### config.mk
export PLATFORM = sky130hd
export DESIGN_NAME = enc8to3_rr
export DESIGN_NICKNAME = d
export VERILOG_FILES = /design/src/rtl/enc8to3_pkg.sv /design/src/rtl/enc8to3_rr_pick8.sv /design/src/rtl/enc8to3_rr.sv
export SDC_FILE = /design/constraint.sdc
export NUM_CORES = 1
export LEC_CHECK = 0
export ABC_AREA = 1
export CELL_PAD_IN_SITES_DETAIL_PLACEMENT = 1
export CELL_PAD_IN_SITES_GLOBAL_PLACEMENT = 2
export CORE_MARGIN = 8
export CORE_UTILIZATION = 32
export CTS_CLUSTER_SIZE = 28
export DETAILED_ROUTE_END_ITERATION = 12
export PLACE_DENSITY = 0.8
export SETUP_SLACK_MARGIN = 0.2
export SYNTH_ARGS = -nofsm -noshare
export SYNTH_HDL_FRONTEND = slang
export SYNTH_SLANG_ARGS = --single-unit
### constraint.sdc
create_clock -name Clock -period 6.8 [get_ports Clock]
set_input_delay 1.36 -clock Clock [delete_from_list [all_inputs] [get_ports Clock]]
set_output_delay 1.36 -clock Clock [all_outputs]
set_load 0.01 [all_outputs]
### src/rtl/enc8to3_pkg.sv
// Shared definitions for the 8-to-3 round-robin request encoder.
//   N        number of request lines (fixed at 8)
//   CW       code width, log2(N)
//   state_t  encoder FSM states: IDLE (nothing presented), PRESENT (W/Valid loaded)
//   onehot8  converts a 3-bit code to its one-hot 8-bit mask
package enc8to3_pkg;

    localparam int N  = 8;
    localparam int CW = 3;

    typedef enum logic {
        IDLE    = 1'b0,
        PRESENT = 1'b1
    } state_t;

    function automatic logic [N-1:0] onehot8(input logic [CW-1:0] code);
        logic [N-1:0] v;
        v       = '0;
        v[code] = 1'b1;
        return v;
    endfunction

endpackage

### src/rtl/enc8to3_rr_pick8.sv
// Combinational round-robin picker over an 8-bit mask.
// Ports:
//   mask   in   8  candidate bits
//   ptr    in   3  index where the search starts
//   idx    out  3  first set bit at or after ptr (wrapping), 0 when none
//   found  out  1  any bit of mask set
module rr_pick8
    import enc8to3_pkg::*;
(
    input  logic [N-1:0]  mask,
    input  logic [CW-1:0] ptr,
    output logic [CW-1:0] idx,
    output logic          found
);

    logic [CW:0]   pos;
    logic [CW-1:0] cand;

    always_comb begin
        idx   = '0;
        found = |mask;
        pos   = '0;
        cand  = '0;
        // Walk from the farthest offset back to ptr so the nearest set bit
        // is the last one written. The sum is 4 bits wide and truncated,
        // which gives the modulo-8 wrap.
        for (int i = N - 1; i >= 0; i--) begin
            pos  = {1'b0, ptr} + 4'(i);
            cand = CW'(pos);
            if (mask[cand]) begin
                idx = cand;
            end
        end
    end

endmodule

### src/rtl/enc8to3_rr.sv
// Sequential 8-to-3 request encoder with round-robin service.
// Request strobes are OR-ed into a pending register while En is high and are
// presented one at a time as 3-bit codes over a Valid/Ready handshake.
// Ports:
//   Clock  in   1  rising-edge clock
//   Reset  in   1  synchronous active-high reset
//   En     in   1  capture enable for R
//   R      in   8  request strobes
//   Ready  in   1  consumer takes W when Valid is high
//   W      out  3  registered code of the presented request
//   Valid  out  1  registered, W holds a pending request
//   Busy   out  1  any request pending or presented
module enc8to3_rr
    import enc8to3_pkg::*;
(
    input  logic          Clock,
    input  logic          Reset,
    input  logic          En,
    input  logic [N-1:0]  R,
    input  logic          Ready,
    output logic [CW-1:0] W,
    output logic          Valid,
    output logic          Busy
);

    logic [N-1:0]  pend;
    logic [CW-1:0] ptr;
    state_t        state;

    logic [N-1:0]  cap;
    logic [N-1:0]  w_hot;
    logic          handshake;
    logic [N-1:0]  pick_mask;
    logic [CW-1:0] pick_ptr;
    logic [CW-1:0] pick_idx;
    logic          pick_found;

    assign cap       = En ? R : '0;
    assign w_hot     = onehot8(W);
    assign handshake = (state == PRESENT) && Ready;

    // One picker serves both cases: in IDLE it scans the pending bits from
    // the stored pointer; while presenting it scans what remains once the
    // current code is retired, starting just past that code. Requests
    // captured this cycle are not in pend yet, so they cannot be re-picked.
    always_comb begin
        pick_mask = pend;
        pick_ptr  = ptr;
        if (state == PRESENT) begin
            pick_mask = pend & ~w_hot;
            pick_ptr  = W + 3'd1;
        end
    end

    rr_pick8 u_pick (
        .mask  (pick_mask),
        .ptr   (pick_ptr),
        .idx   (pick_idx),
        .found (pick_found)
    );

    always_ff @(posedge Clock) begin
        if (Reset) begin
            pend  <= '0;
            ptr   <= '0;
            state <= IDLE;
            W     <= '0;
            Valid <= 1'b0;
        end else begin
            // A new strobe on the retiring line re-queues it (set wins).
            if (handshake) begin
                pend <= (pend & ~w_hot) | cap;
            end else begin
                pend <= pend | cap;
            end

            case (state)
                IDLE: begin
                    if (pick_found) begin
                        W     <= pick_idx;
                        Valid <= 1'b1;
                        state <= PRESENT;
                    end
                end
                PRESENT: begin
                    if (Ready) begin
                        ptr <= W + 3'd1;
                        if (pick_found) begin
                            W <= pick_idx;
                        end else begin
                            Valid <= 1'b0;
                            state <= IDLE;
                        end
                    end
                end
                default: begin
                    state <= IDLE;
                end
            endcase
        end
    end

    assign Busy = (|pend) | Valid;

endmodule

# ---- Word level (Yosys, flattened, before mapping)
# Cells that the tools add are included.
dict set report word_totals {
  regBits 16
  latchBits 0
  ramBits 0
  romBits 0
  inputBits 12
  out_inout_bits 5
  elab_cells 78
  memories 0
}
dict set report op_classes {
  addsub 8
  n_mul 0
  div_mod_pow 0
  order_cmp 10
  eq_ne 3
  n_shift 0
  n_mux 40
  n_bitwise 6
  reduce_logical 6
}
# operator count
set op_table {}
lappend op_table {{< comparator 3 x 4 -> 1 bit (second input constant)} 9}
lappend op_table {{2-to-1 mux 3 bit} 11}
lappend op_table {{binary-select mux 1 bit (select 3 bit)} 8}
lappend op_table {{2-to-1 mux 8 bit} 3}
lappend op_table {{OR 8 bit} 2}
lappend op_table {{OR reduction 8 bit} 2}
lappend op_table {{2-to-1 mux 1 bit} 14}
lappend op_table {{adder 3 bit (second input constant)} 4}
lappend op_table {{bitwise AND 8 bit} 1}
lappend op_table {{inverter 8 bit} 1}
lappend op_table {{adder 3 x 1 -> 3 bit (second input constant)} 2}
lappend op_table {{adder 3 x 2 -> 3 bit (second input constant)} 2}
lappend op_table {{!= test 2 bit (second input constant)} 3}
lappend op_table {{case mux 3 bit (2 select lines)} 1}
lappend op_table {{case mux 1 bit (2 select lines)} 2}
lappend op_table {{demux 1 bit (select 3 bit)} 1}
lappend op_table {{>= comparator 3 x 1 -> 1 bit (second input constant)} 1}
lappend op_table {{AND reduction 3 bit} 1}
lappend op_table {{logical AND 1 bit} 2}
lappend op_table {{AND reduction 2 bit} 1}
lappend op_table {{inverter 1 bit} 1}
lappend op_table {{OR 1 bit} 1}

# ---- Logic depth before layout (Yosys ltp)
dict set report logic_depth {
  ltp_word 20
  depth_mapped 21
  depth_no_buf 20
}

# ---- Modules after synthesis
# A second synthesis with hierarchy kept.
dict set report hier_totals {
  cells_unflattened 240
  area_unflattened_um2 1500.2
}
# mod n_inst cells_per_inst area_per_inst_um2 seq_area_each_um2
set modules_own_cells {}
lappend modules_own_cells {enc8to3_rr 1 111 812.0 320.3}
lappend modules_own_cells {rr_pick8 1 129 688.2 0.0}

# ---- Least setup slack after synthesis
# Ideal clock, no wire load.
dict set report synth_timing {
  path_kind {reg-to-reg}
  from {register W[1]}
  to {register W[1]}
  setup_ps 131
  arrival_time_ps 2253
  required_ps 6669
  path_slack_ps 4417
  path_stages_with_launch 18
  path_buffers 1
  synth_period_minus_slack_ps 2383
  path_cell_list {dfxtp_1 > ha_1 > nand2_2 > o21ai_4 > ha_1 > buf_8 > inv_1 > nand3_1 > nand3_2 > nand2_2 > a21oi_1 > nand3_1 > nand2_1 > nand2_1 > nand2_1 > nand2_1 > nand2_1 > a21oi_2}
}
dict set report synth_via {
  elab_chain_len 20
  elab_cells_between_ends 45
  classes_between {add/sub (8); order compare (2); mux (31); bitwise (2); reduce/logical (2)}
}
# item line
set synth_rtl {}
lappend synth_rtl {{start, declared} enc8to3_rr.sv:21} ;# output logic [CW-1:0] W,
lappend synth_rtl {{start signal, assigned} enc8to3_rr.sv:80} ;# W <= pick_idx;
lappend synth_rtl {{start signal, assigned} enc8to3_rr.sv:89} ;# W <= pick_idx;
lappend synth_rtl {{< comparator 3 x 4 -> 1 bit (not written as such) / >= comparator 3 x 1 -> 1 bit (equally long branches)} enc8to3_pkg.sv:19} ;# v[code] = 1'b1;
lappend synth_rtl {{logical AND 1 bit (not written as such)} enc8to3_pkg.sv:19}
lappend synth_rtl {{2-to-1 mux 1 bit (not written as such)} enc8to3_pkg.sv:19}
lappend synth_rtl {{demux 1 bit (select 3 bit)} enc8to3_pkg.sv:19}
lappend synth_rtl {{inverter 8 bit} enc8to3_rr.sv:50} ;# pick_mask = pend & ~w_hot;
lappend synth_rtl {{bitwise AND 8 bit} enc8to3_rr.sv:50}
lappend synth_rtl {{2-to-1 mux 8 bit} enc8to3_rr.sv:49} ;# if (state == PRESENT) begin
lappend synth_rtl {{binary-select mux 1 bit (select 3 bit)} enc8to3_rr_pick8.sv:30} ;# if (mask[cand]) begin
lappend synth_rtl {{2-to-1 mux 1 bit (not written as such)} enc8to3_rr_pick8.sv:30}
lappend synth_rtl {{2-to-1 mux 3 bit (8 in a row)} enc8to3_rr_pick8.sv:30}
lappend synth_rtl {{2-to-1 mux 3 bit *} {enc8to3_rr.sv:79, enc8to3_rr.sv:88}}
lappend synth_rtl {{2-to-1 mux 3 bit} enc8to3_rr.sv:86} ;# if (Ready) begin
lappend synth_rtl {{case mux 3 bit (2 select lines) *} enc8to3_rr.sv:77} ;# case (state)
# Every way passes the cells marked *; elsewhere a longest branch is shown, timed or not. The select of a mux whose other input is x is not followed.
# A chain may end at the register's enable or synchronous reset.

# ---- Worst setup path after layout
dict set report layout_timing {
  from {register W[0]}
  to {register W[1]}
}
# The elaborated chain is that of the path after synthesis.

==> impl_metrics.toml <==
[sta]
rsz0062_at_grt = "false"
tightest_slew_ns = 0.612
finalSetupTns_ns = 0
fin_ws_ns = 3.88
slew_viol_final = 0
period_needed_ns = 2.92
finClkSkew_ns = 0.00671
hold_violations = 0
setup_viol = 0
timing.slew.headroom_pct = 59.1
clock.fmax_ghz = 0.343
fin_crit_sh_pct = 42.9

[clock_network]
cts_buffer_depth = 2
cts_inserted_buffers = 3
post_cts_buffers = 0
cts-htree-levels = 1
cts_tree = "built"
clk-insertion-delay-late_ns = 0.26
clock_sinks = 16
cts.hold.buffers_added = 0
clk_pin_slew_ns = 0.06
cts-root-buf = "clkbuf_8"
post_cts_resized = 0

[power_and_ir_drop]
p_switching_uw = 462
total_power_uw = 814
p_seq_share_pct = 18.2
p_clk_share_pct = 9.2
power.share.combinational_pct = 72.6
p_int_uw = 353
power.density_mw_per_mm2 = 452
switching_share_pct = 56.7
peakVddDrop_mv = 0.121
p_leak_nw = 0.845

[floorplanning]
die_w_um = 86.3
ios = 17
start_util_pct = 33.3
core_area_mm2 = 0.00475
die_y_um = 86.3
die-area_mm2 = 0.00745
rows = 25

[placement]
port_buffers = 16
place_inst = 335
dpl_cell_area_mm2 = 0.00176
dp_slack_ns = 3.91
dp_hpwl_mm = 4.54
place.gp.congestion = 0.905

[final_layout]
diodes = 0
drive_above_1_share_pct = 11.1
syn_to_final_growth_pct = 14.0
fin_cells = 338
nets = 288
fin_area_mm2 = 0.00180

[route]
post_drt_wl_per_cell_um = 16.1
drtIter0Drc = 50
vias_per_cell = 5.16
route.vias.total = 1743
routed_wl_mm = 5.43
dr.pass1.iters = 4
drtAntennaViolNets = 0
drcViolationCount = 0

[synthesis]
ys_seq_area_share_pct = 20.3
synth_edf_count = 0
synth_area_leaders = "dfxtp_1 20%, nand2_1 17%, nand3_1 17%, inv_1 6.4%, a21oi_1 6.0%"
async_flop_share_pct = 0
avgSynthCellArea_um2 = 6.08
synth_common_cells = "72 x nand2_1, 53 x nand3_1, 27 x inv_1"
syn_inst = 260
synth_cell_types = 33
yosysWarnings = 0
syn_area_mm2 = 0.00158
synth_top_area_share_pct = 20.3
synth_seq_cells = 16
syn_nets = 275
ys.flop_type = "dfxtp_1"
yosys.area.top_type = "dfxtp_1"
yosysMostFrequentCell = "nand2_1"

[worst_setup_path]
worst_setup_path_start_kind = "register"
path_max_fanout = 12
setup.worst_path.class = "reg -> reg"
path_cells = "ha_1 -> nand2_2 -> o21ai_4 -> ha_1 -> inv_1 -> nand3_1 -> nand3_2 -> nand2_2 -> a21oi_1 -> nand3_1 -> nand2_1 -> nand2_1 -> nand2_1 -> nand2_1 -> nand2_1 -> a21oi_2"
cp_slowest_stage_delay_ns = 0.63
crit_buf_inv = 1
cp.required_ns = 6.92
critPathMostFrequentCell = "nand2_1"
cp_data_arrival_time_ns = 3.04
critPathTopFamily = "simple AND/OR/NAND/NOR gates"
cp-end-kind = "register"
crit_path_top_delay_cell = "dfxtp_1"

[global_routing]
grt.total_usage_pct = 15.6
grt_pass1_vias = 1791
overflow = 0
antenna_found_initial = 0
grt_max_degree = 15
grt_pass1_wl_mm = 9.22

[hold_path]
worstHoldPathType = "reg -> reg"

[status]
status = "finished, final reports clean"

[flow_run]
cap_violations = 0
==> path summary, 6_finish.rpt <==
| kind | end | slack (ns) | cells past startpoint | from |
|---|---|---|---|---|
| setup reg to reg | W[1]$_SDFFE_PP0P_ | 3.88 | 16 | W[0]$_SDFFE_PP0P_ |
| hold reg to reg | ptr[0]$_SDFFE_PP0P_ | 0.53 | 2 | ptr[0]$_SDFFE_PP0P_ |
| setup / recovery | W[1]$_SDFFE_PP0P_ | 3.88 | 16 | W[0]$_SDFFE_PP0P_ |
| hold / removal | ptr[0]$_SDFFE_PP0P_ | 0.53 | 2 | ptr[0]$_SDFFE_PP0P_ |
==> metrics by stage <==
| step | hold WS, ns | util, % |
|---|---|---|
| 2_1_floorplan | 0.478 | - |
| 5_1_grt | 0.548 | 37.9 |
| 4_1_cts | 0.526 | 37.9 |
| 6_report | 0.530 | 37.9 |
| 3_3_place_gp | 0.515 | 37.1 |
| 3_5_place_dp | 0.520 | 37.1 |
==> logic make-up (layout without fill, tap and decap cells) <==
family | after synthesis | count (layout) | share of synthesized area [%]
simple gates | 165 | 165 | 51.5
buf+inv | 39 | 50 | 11.6
compound gates | 37 | 37 | 14.3
flops | 16 | 16 | 20.3
fa+ha+maj | 3 | 3 | 2.37
==> cell type report <==
cell class                 count  area (um2)
fill                         665        2950
multi-input combinational    205        1080
sequential                    16         320
timing repair buffer          16         160
inverter                      31         119
tap                           67        83.8
clock buffer                   3        41.3
==> worst register-to-register path, cell delays in order (launching register included) <==
cell and delay (ns):
dfxtp_1 0.63, ha_1 0.35, nand2_2 0.09, o21ai_4 0.12, ha_1 0.45, inv_1 0.18
nand3_1 0.19, nand3_2 0.12, nand2_2 0.08, a21oi_1 0.14, nand3_1 0.09, nand2_1 0.07
nand2_1 0.05, nand2_1 0.06, nand2_1 0.05, nand2_1 0.07, a21oi_2 0.05
==> power groups by stage <==
stage | Combinational, mW | Sequential (mW) | Clock [mW]
floorplan | 0.483 | 0.130 | 0
global placement | 0.595 | 0.151 | 0
detailed placement | 0.594 | 0.150 | 0
CTS | 0.596 | 0.148 | 0.0769
global route | 0.668 | 0.152 | 0.0846
finish | 0.591 | 0.148 | 0.0752
==> layer usage <==
layer	vias to the layer above	GRT usage (%)	part of all wire, %
met1	817	20.0	48
met5	-	0	0
met2	25	26.5	48
met4	0	3.76	1.3
met3	6	2.65	3.2
li1	895	-	-
==> cell usage in the layout, fill, tap and decap left out, types with 2 or more instances in the layout <==
cell and n:
nand2_1 72, nand3_1 53, inv_1 27, a21oi_1 19
dfxtp_1 16, clkdlybuf4s50_1 16, nor2_1 12, nand3_2 8
nand2_2 6, nand4_1 4, inv_2 3, nand2_4 3
a211oi_1 3, o21ai_0 3, a22oi_1 3, ha_1 3
clkbuf_8 3, nor3_1 2, o21ai_1 2, a31oi_1 2
==> sequential cells by signal, summed over array words and instances (netlist names) <==
register and flops:
Valid 1, W 3, pend 8, ptr 3
state 1
(Power assumes the default switching activity.)
